**src/rtl/axi_pkg.sv**
```systemverilog
// Shared AXI-Lite channel structs and response encodings used by initiators and responders.
package axi_pkg;

    localparam logic [1:0] RESP_OKAY    = 2'h0;
    localparam logic [1:0] RESP_SLVERR  = 2'h2;
    localparam logic [1:0] RESP_DECERR  = 2'h3;
    // A watchdog abort reuses the DECERR code; rsp_timeout tells the two apart.
    localparam logic [1:0] RESP_TIMEOUT = RESP_DECERR;

    typedef struct packed {
        logic [31:0] awaddr;
        logic        awvalid;
        logic [31:0] wdata;
        logic [3:0]  wstrb;
        logic        wvalid;
        logic        bready;
        logic [31:0] araddr;
        logic        arvalid;
        logic        rready;
    } axi_lite_mosi;

    typedef struct packed {
        logic        awready;
        logic        wready;
        logic [1:0]  bresp;
        logic        bvalid;
        logic        arready;
        logic [31:0] rdata;
        logic [1:0]  rresp;
        logic        rvalid;
    } axi_lite_miso;

endpackage

```
**src/rtl/axi_lite_wdog.sv**
```systemverilog
// Transaction watchdog: up-counter loaded to zero by clr, advancing while en, saturating at TIMEOUT-1.
// expire flags the last allowed cycle; TIMEOUT = 0 never expires.
module axi_lite_wdog #(
    parameter int TIMEOUT = 256
) (
    input  logic clk,
    input  logic rstn,
    input  logic clr,
    input  logic en,
    output logic expire
);

    localparam int            CW   = (TIMEOUT > 1) ? $clog2(TIMEOUT) : 1;
    localparam logic [CW-1:0] LAST = (TIMEOUT > 0) ? CW'(TIMEOUT - 1) : '0;

    logic [CW-1:0] count_r;

    // Cycle counter for the transaction in flight
    always_ff @(posedge clk or negedge rstn) begin
        if (!rstn) begin
            count_r <= '0;
        end else if (clr) begin
            count_r <= '0;
        end else if (en && (count_r != LAST)) begin
            count_r <= count_r + 1'b1;
        end else begin
            count_r <= count_r;
        end
    end

    assign expire = (TIMEOUT != 0) && en && (count_r == LAST);

endmodule

```
**src/rtl/axi_lite_master.sv**
```systemverilog
// Single-outstanding AXI-Lite initiator: turns a command/response handshake into AXI-Lite
// read/write transactions with a per-transaction watchdog. All outputs are registered.
module axi_lite_master
    import axi_pkg::*;
#(
    parameter int TIMEOUT = 256
) (
    input  logic         clk,
    input  logic         rstn,
    input  logic         cmd_valid,
    output logic         cmd_ready,
    input  logic         cmd_we,
    input  logic [31:0]  cmd_addr,
    input  logic [31:0]  cmd_wdata,
    output logic         rsp_valid,
    output logic [31:0]  rsp_rdata,
    output logic [1:0]   rsp_resp,
    output logic         rsp_timeout,
    output axi_lite_mosi axio_o,
    input  axi_lite_miso axii_i
);

    typedef enum logic [2:0] {
        ST_IDLE  = 3'd0,
        ST_WRITE = 3'd1,
        ST_WRESP = 3'd2,
        ST_RADDR = 3'd3,
        ST_RDATA = 3'd4
    } state_t;

    state_t       state_r, state_s;
    axi_lite_mosi mosi_r, mosi_s;
    logic         cmd_ready_r, cmd_ready_s;
    logic         rsp_valid_r, rsp_valid_s;
    logic [31:0]  rsp_rdata_r, rsp_rdata_s;
    logic [1:0]   rsp_resp_r, rsp_resp_s;
    logic         rsp_timeout_r, rsp_timeout_s;
    logic         aw_done_r, aw_done_s;
    logic         w_done_r, w_done_s;
    logic         abort_s, expire_s, accept_s;
    logic         aw_hs_s, w_hs_s, b_hs_s, ar_hs_s, r_hs_s;

    function automatic axi_lite_mosi clear_hs(input axi_lite_mosi m);
        axi_lite_mosi r;
        r         = m;
        r.awvalid = 1'b0;
        r.wvalid  = 1'b0;
        r.bready  = 1'b0;
        r.arvalid = 1'b0;
        r.rready  = 1'b0;
        return r;
    endfunction

    assign accept_s = cmd_valid && cmd_ready_r && (state_r == ST_IDLE);
    // A responder ready only counts while our own valid/ready is up.
    assign aw_hs_s  = mosi_r.awvalid && axii_i.awready;
    assign w_hs_s   = mosi_r.wvalid  && axii_i.wready;
    assign b_hs_s   = mosi_r.bready  && axii_i.bvalid;
    assign ar_hs_s  = mosi_r.arvalid && axii_i.arready;
    assign r_hs_s   = mosi_r.rready  && axii_i.rvalid;

    axi_lite_wdog #(.TIMEOUT(TIMEOUT)) u_wdog (
        .clk    (clk),
        .rstn   (rstn),
        .clr    (accept_s),
        .en     (state_r != ST_IDLE),
        .expire (expire_s)
    );

    // Next-state and next-output logic; a final response handshake beats a same-cycle expiry
    always_comb begin
        state_s       = state_r;
        mosi_s        = mosi_r;
        aw_done_s     = aw_done_r;
        w_done_s      = w_done_r;
        rsp_valid_s   = 1'b0;
        rsp_rdata_s   = rsp_rdata_r;
        rsp_resp_s    = rsp_resp_r;
        rsp_timeout_s = rsp_timeout_r;
        abort_s       = 1'b0;
        case (state_r)
            ST_IDLE: begin
                if (accept_s) begin
                    aw_done_s = 1'b0;
                    w_done_s  = 1'b0;
                    if (cmd_we) begin
                        mosi_s.awaddr  = cmd_addr;
                        mosi_s.wdata   = cmd_wdata;
                        mosi_s.wstrb   = 4'hF;
                        mosi_s.awvalid = 1'b1;
                        mosi_s.wvalid  = 1'b1;
                        state_s        = ST_WRITE;
                    end else begin
                        mosi_s.araddr  = cmd_addr;
                        mosi_s.arvalid = 1'b1;
                        state_s        = ST_RADDR;
                    end
                end else begin
                    state_s = ST_IDLE;
                end
            end
            ST_WRITE: begin
                if (expire_s) begin
                    abort_s = 1'b1;
                end else begin
                    if (aw_hs_s) begin
                        mosi_s.awvalid = 1'b0;
                        aw_done_s      = 1'b1;
                    end else begin
                        aw_done_s = aw_done_r;
                    end
                    if (w_hs_s) begin
                        mosi_s.wvalid = 1'b0;
                        w_done_s      = 1'b1;
                    end else begin
                        w_done_s = w_done_r;
                    end
                    if ((aw_done_r || aw_hs_s) && (w_done_r || w_hs_s)) begin
                        mosi_s.bready = 1'b1;
                        state_s       = ST_WRESP;
                    end else begin
                        state_s = ST_WRITE;
                    end
                end
            end
            ST_WRESP: begin
                if (b_hs_s) begin
                    mosi_s.bready = 1'b0;
                    rsp_valid_s   = 1'b1;
                    rsp_rdata_s   = 32'h0000_0000;
                    rsp_resp_s    = axii_i.bresp;
                    rsp_timeout_s = 1'b0;
                    state_s       = ST_IDLE;
                end else if (expire_s) begin
                    abort_s = 1'b1;
                end else begin
                    state_s = ST_WRESP;
                end
            end
            ST_RADDR: begin
                if (expire_s) begin
                    abort_s = 1'b1;
                end else if (ar_hs_s) begin
                    mosi_s.arvalid = 1'b0;
                    mosi_s.rready  = 1'b1;
                    state_s        = ST_RDATA;
                end else begin
                    state_s = ST_RADDR;
                end
            end
            ST_RDATA: begin
                if (r_hs_s) begin
                    mosi_s.rready = 1'b0;
                    rsp_valid_s   = 1'b1;
                    rsp_rdata_s   = axii_i.rdata;
                    rsp_resp_s    = axii_i.rresp;
                    rsp_timeout_s = 1'b0;
                    state_s       = ST_IDLE;
                end else if (expire_s) begin
                    abort_s = 1'b1;
                end else begin
                    state_s = ST_RDATA;
                end
            end
            default: begin
                mosi_s  = clear_hs(mosi_r);
                state_s = ST_IDLE;
            end
        endcase
        if (abort_s) begin
            mosi_s        = clear_hs(mosi_r);
            rsp_valid_s   = 1'b1;
            rsp_rdata_s   = 32'h0000_0000;
            rsp_resp_s    = RESP_TIMEOUT;
            rsp_timeout_s = 1'b1;
            state_s       = ST_IDLE;
        end else begin
            state_s = state_s;
        end
        cmd_ready_s = (state_s == ST_IDLE);
    end

    // State and registered-output update
    always_ff @(posedge clk or negedge rstn) begin
        if (!rstn) begin
            state_r       <= ST_IDLE;
            mosi_r        <= '0;
            cmd_ready_r   <= 1'b1;
            rsp_valid_r   <= 1'b0;
            rsp_rdata_r   <= 32'h0000_0000;
            rsp_resp_r    <= 2'h0;
            rsp_timeout_r <= 1'b0;
            aw_done_r     <= 1'b0;
            w_done_r      <= 1'b0;
        end else begin
            state_r       <= state_s;
            mosi_r        <= mosi_s;
            cmd_ready_r   <= cmd_ready_s;
            rsp_valid_r   <= rsp_valid_s;
            rsp_rdata_r   <= rsp_rdata_s;
            rsp_resp_r    <= rsp_resp_s;
            rsp_timeout_r <= rsp_timeout_s;
            aw_done_r     <= aw_done_s;
            w_done_r      <= w_done_s;
        end
    end

    assign axio_o      = mosi_r;
    assign cmd_ready   = cmd_ready_r;
    assign rsp_valid   = rsp_valid_r;
    assign rsp_rdata   = rsp_rdata_r;
    assign rsp_resp    = rsp_resp_r;
    assign rsp_timeout = rsp_timeout_r;

endmodule

```
**config.mk**
```make
export PLATFORM = sky130hd
export DESIGN_NAME = axi_lite_master
export DESIGN_NICKNAME = d
export VERILOG_FILES = /design/src/rtl/axi_pkg.sv /design/src/rtl/axi_lite_wdog.sv /design/src/rtl/axi_lite_master.sv
export SDC_FILE = /design/constraint.sdc
export NUM_CORES = 1
export LEC_CHECK = 0
export CORE_AREA = 2 2 119 121
export CTS_CLUSTER_DIAMETER = 150
export DETAILED_ROUTE_END_ITERATION = 10
export DIE_AREA = 0 0 121 123
export PLACE_DENSITY = 0.85
export SYNTH_ARGS = -nofsm -noshare
export SYNTH_HDL_FRONTEND = slang
export SYNTH_SLANG_ARGS = --single-unit
```
**constraint.sdc**
```tcl
create_clock -name clk -period 3 [get_ports clk]
set_input_delay 0.3 -clock clk [delete_from_list [all_inputs] [get_ports clk]]
set_output_delay 0.3 -clock clk [all_outputs]
set_load 0.01 [all_outputs]
```
==> run_results.csv <==
group,metric,value,unit
drt,remaining_drc_errors,0,
synth,ys_ff_latch,152,
synth,avgSynthCellArea,14.9,µm²
clocking,clock_path_buffers,2,
worst_setup_path,end_kind,"register",
synth,yosys.area.top_type,"dfrtp_1",
worst_setup_path,cp.arrival,2570,ps
global_route,grt_pass1_wl,25.0,mm
worst_hold_path,hp-class,"reg2reg",
floorplanning,rows,43,
global_route,grt.met1_usage,0.259,
timing,slew_headroom,0.437,
timing,fmax,434,MHz
global_route,antenna_found_initial,0,
layout,syn2layout_area_growth,52.0,%
global_route,grt_use_total,0.217,
layout,nNetsFinal,776,
placed_design,gp_congestion,0.921,
placed_design,post-place-cells,826,
global_route,grt_busiest_layer,"met2",
synth,synth_cell_types,43,
timing,final_hold_viol_count,0,
drt,avgRoutedWirePerCell,18.7,µm
floorplanning,core,13600,µm²
drt,drt_iter0_drc,228,
placed_design,io_buffers,250,
floorplanning,pin_count,251,
power_and_ir_drop,p_leak,4.17,nW
drt,first_pass_iters,5,
layout,final_cells,858,
worst_setup_path,required,3270,ps
layout,antenna_cells,0,
worst_setup_path,cp_cell_sequence,"ha_1, nand3_1, or2_0, nor2_4, nor2_2, buf_4, inv_1, a2bb2oi_1",
timing,setup_viol,0,
clocking,cts.sinks,152,
floorplanning,die_area,14900,µm²
floorplanning,die_h,123,µm
worst_setup_path,path_delay_family,"simple AND/OR/NAND/NOR gates",
timing,worst_pin_slew,844,ps
layout,fin_util,0.694,
synth,syn_area,6220,µm²
worst_setup_path,max_stage_delay,490,ps
timing,fin_skew,9.43,ps
worst_setup_path,critPathKind,"reg2reg",
power_and_ir_drop,worst_ir_drop_vdd,0.406,mV
clocking,h-tree-depth,4,
global_route,use_met2,0.376,
clocking,root_buffer,"clkbuf_16",
synth,synth_top_area_frac,0.608,
synth,synth-warning-count,0,
timing,min_period,2300,ps
placed_design,hpwl,11.3,mm
layout,final_common_cell,"clkdlybuf4s50_1",
status,outcome,"finished clean",
synth,seq_area_frac_synth,0.612,
synth,synth.area.top_cells,"dfrtp_1 (61%), mux2_4 (12%), mux2_2 (8.0%)",
clocking,clk_latency,410,ps
layout,drive_gt1_frac,0.212,
timing,finalCritPeriodShare,0.768,
global_route,first_global_vias,4715,
global_route,overflow,0,
worst_setup_path,startpoint_type,"register",
drt,viasPerCell,5.23,
floorplanning,start_util,0.457,
drt,wl,16.0,mm
timing,layout_setup_ws,696,ps
flow_run,max_cap_viol_count,0,
layout,layout_common_cells,"clkdlybuf4s50_1 (249), dfrtp_1 (151), mux2_4 (49), mux2_2 (44), a22o_1 (34)",
timing,tns,0,ps
layout,fillers,915,
synth,netlist_instances,416,
clocking,cts_buffers,17,
worst_setup_path,path_buf_inv,2,
global_route,grt_use_met3,0.0752,
drt,postRouteAntennaNets,0,
placed_design,place_ws,731,ps
timing,rsz0062_at_grt,"no",
drt,vias,4484,
power_and_ir_drop,powerDensity,1020,nW/µm²
clocking,path_clk_slew,60,ps
floorplanning,die_w,121,µm
global_route,grt_max_degree,93,
worst_setup_path,path_max_fanout,33,
timing,holdWs,487,ps
worst_setup_path,cp_slowest_cell,"or2_0",
clocking,cts_tree,"built",
synth,synth_nets,526,
timing,final_max_slew_viol_count,0,
registers in the layout, summed over array words and instances (netlist names):
register and count:
axio_o 102, rsp_rdata 32, u_wdog.count_r 8, state_r 3
rsp_resp 2, aw_done_r 1, cmd_ready 1, rsp_timeout 1
rsp_valid 1, w_done_r 1
layout make-up:
| type | instances | area, µm² | share of cell area |
|---|---|---|---|
| sequential | 152 | 3800 | 0.403 |
| timing repair buffer | 257 | 2580 | 0.273 |
| multi-input combinational | 235 | 2230 | 0.236 |
| clock buffer | 20 | 447 | 0.0473 |
| tap | 180 | 225 | 0.0238 |
| clock inverter | 11 | 149 | 0.0158 |
| inverter | 3 | 11.3 | 0.00119 |
power by group:
| group | leakage (nW) | internal (mW) | switching [mW] |
|---|---|---|---|
| sequential | 1.90 | 2.92 | 0.588 |
| combinational | 1.99 | 2.52 | 1.51 |
| clock | 0.282 | 1.33 | 0.805 |
cell usage after synthesis:
| master | count |
|---|---|
| a211oi_1 | 3 |
| a21boi_0 | 1 |
| a21oi_1 | 13 |
| a221oi_1 | 1 |
| a221oi_2 | 1 |
| a22o_1 | 34 |
| a2bb2oi_1 | 2 |
| a311oi_1 | 1 |
| a31o_2 | 4 |
| a31oi_1 | 1 |
| buf_2 | 8 |
| buf_4 | 6 |
| buf_6 | 7 |
| clkbuf_1 | 5 |
| dfrtp_1 | 151 |
| dfstp_2 | 1 |
| ha_1 | 1 |
| inv_1 | 3 |
| mux2_1 | 3 |
| mux2_2 | 44 |
| mux2_4 | 49 |
| mux2i_1 | 2 |
| nand2_1 | 13 |
| nand2b_1 | 1 |
| nand3_1 | 8 |
| nand4_1 | 1 |
| nand4b_1 | 2 |
| nor2_1 | 17 |
| nor2_2 | 1 |
| nor2_4 | 2 |
| nor2b_1 | 5 |
| nor3_1 | 1 |
| nor3_4 | 1 |
| nor3b_2 | 1 |
| o21a_1 | 2 |
| o21ai_0 | 5 |
| o21ba_2 | 1 |
| o221ai_1 | 1 |
| o22ai_1 | 4 |
| o31ai_1 | 1 |
| or2_0 | 1 |
| or3_4 | 1 |
| xnor2_1 | 6 |
cell families (layout without fill, tap and decap cells):
group | after synthesis | in the layout | share of synthesized area
flops | 152 | 152 | 0.612
mux | 98 | 98 | 0.207
compound gates | 75 | 75 | 0.0926
simple gates | 55 | 55 | 0.0473
buf+inv | 29 | 291 | 0.0312
xor+xnor | 6 | 6 | 0.00845
fa+ha+maj | 1 | 1 | 0.00201
repair_timing:
action                                 in CTS  in global routing
setup endpoints to repair                   0                  0
gates resized for setup                     0                  0
setup buffers                               0                  0
hold buffers                                1                  0
endpoints found under the hold margin       8                  0
stage by stage:
stage                     power (mW)  instance area (µm²)
after floorplan                 5.35                 6220
after global placement          7.39                 8840
after detailed placement        7.53                 8840
after CTS                       9.74                 9450
after global routing            10.2                 9450
final                           9.66                 9450
path summary, 6_finish.rpt:
check	startpoint	endpoint	slack [ps]	cells past startpoint
worst max-delay path	u_wdog.count_r[0]$_DFFE_PN0P_	rsp_resp[0]$_DFFE_PN0P_	700	8
worst min-delay path	axio_o[8]$_DFFE_PN0P_	axio_o[8]$_DFFE_PN0P_	490	1
worst max register to register	u_wdog.count_r[0]$_DFFE_PN0P_	rsp_resp[0]$_DFFE_PN0P_	700	8
worst min register to register	axio_o[8]$_DFFE_PN0P_	axio_o[8]$_DFFE_PN0P_	490	1
max in group asynchronous	rstn	axio_o[2]$_DFFE_PN0P_	1610	3
min in group asynchronous	rstn	axio_o[87]$_DFFE_PN0P_	530	2
routing by layer:
metal,up-vias,part of all wire
met5,-,0
met4,0,0.013
met3,19,0.084
met2,198,0.51
met1,2261,0.39
li1,2006,-
Power figures use the tool's default switching activity.
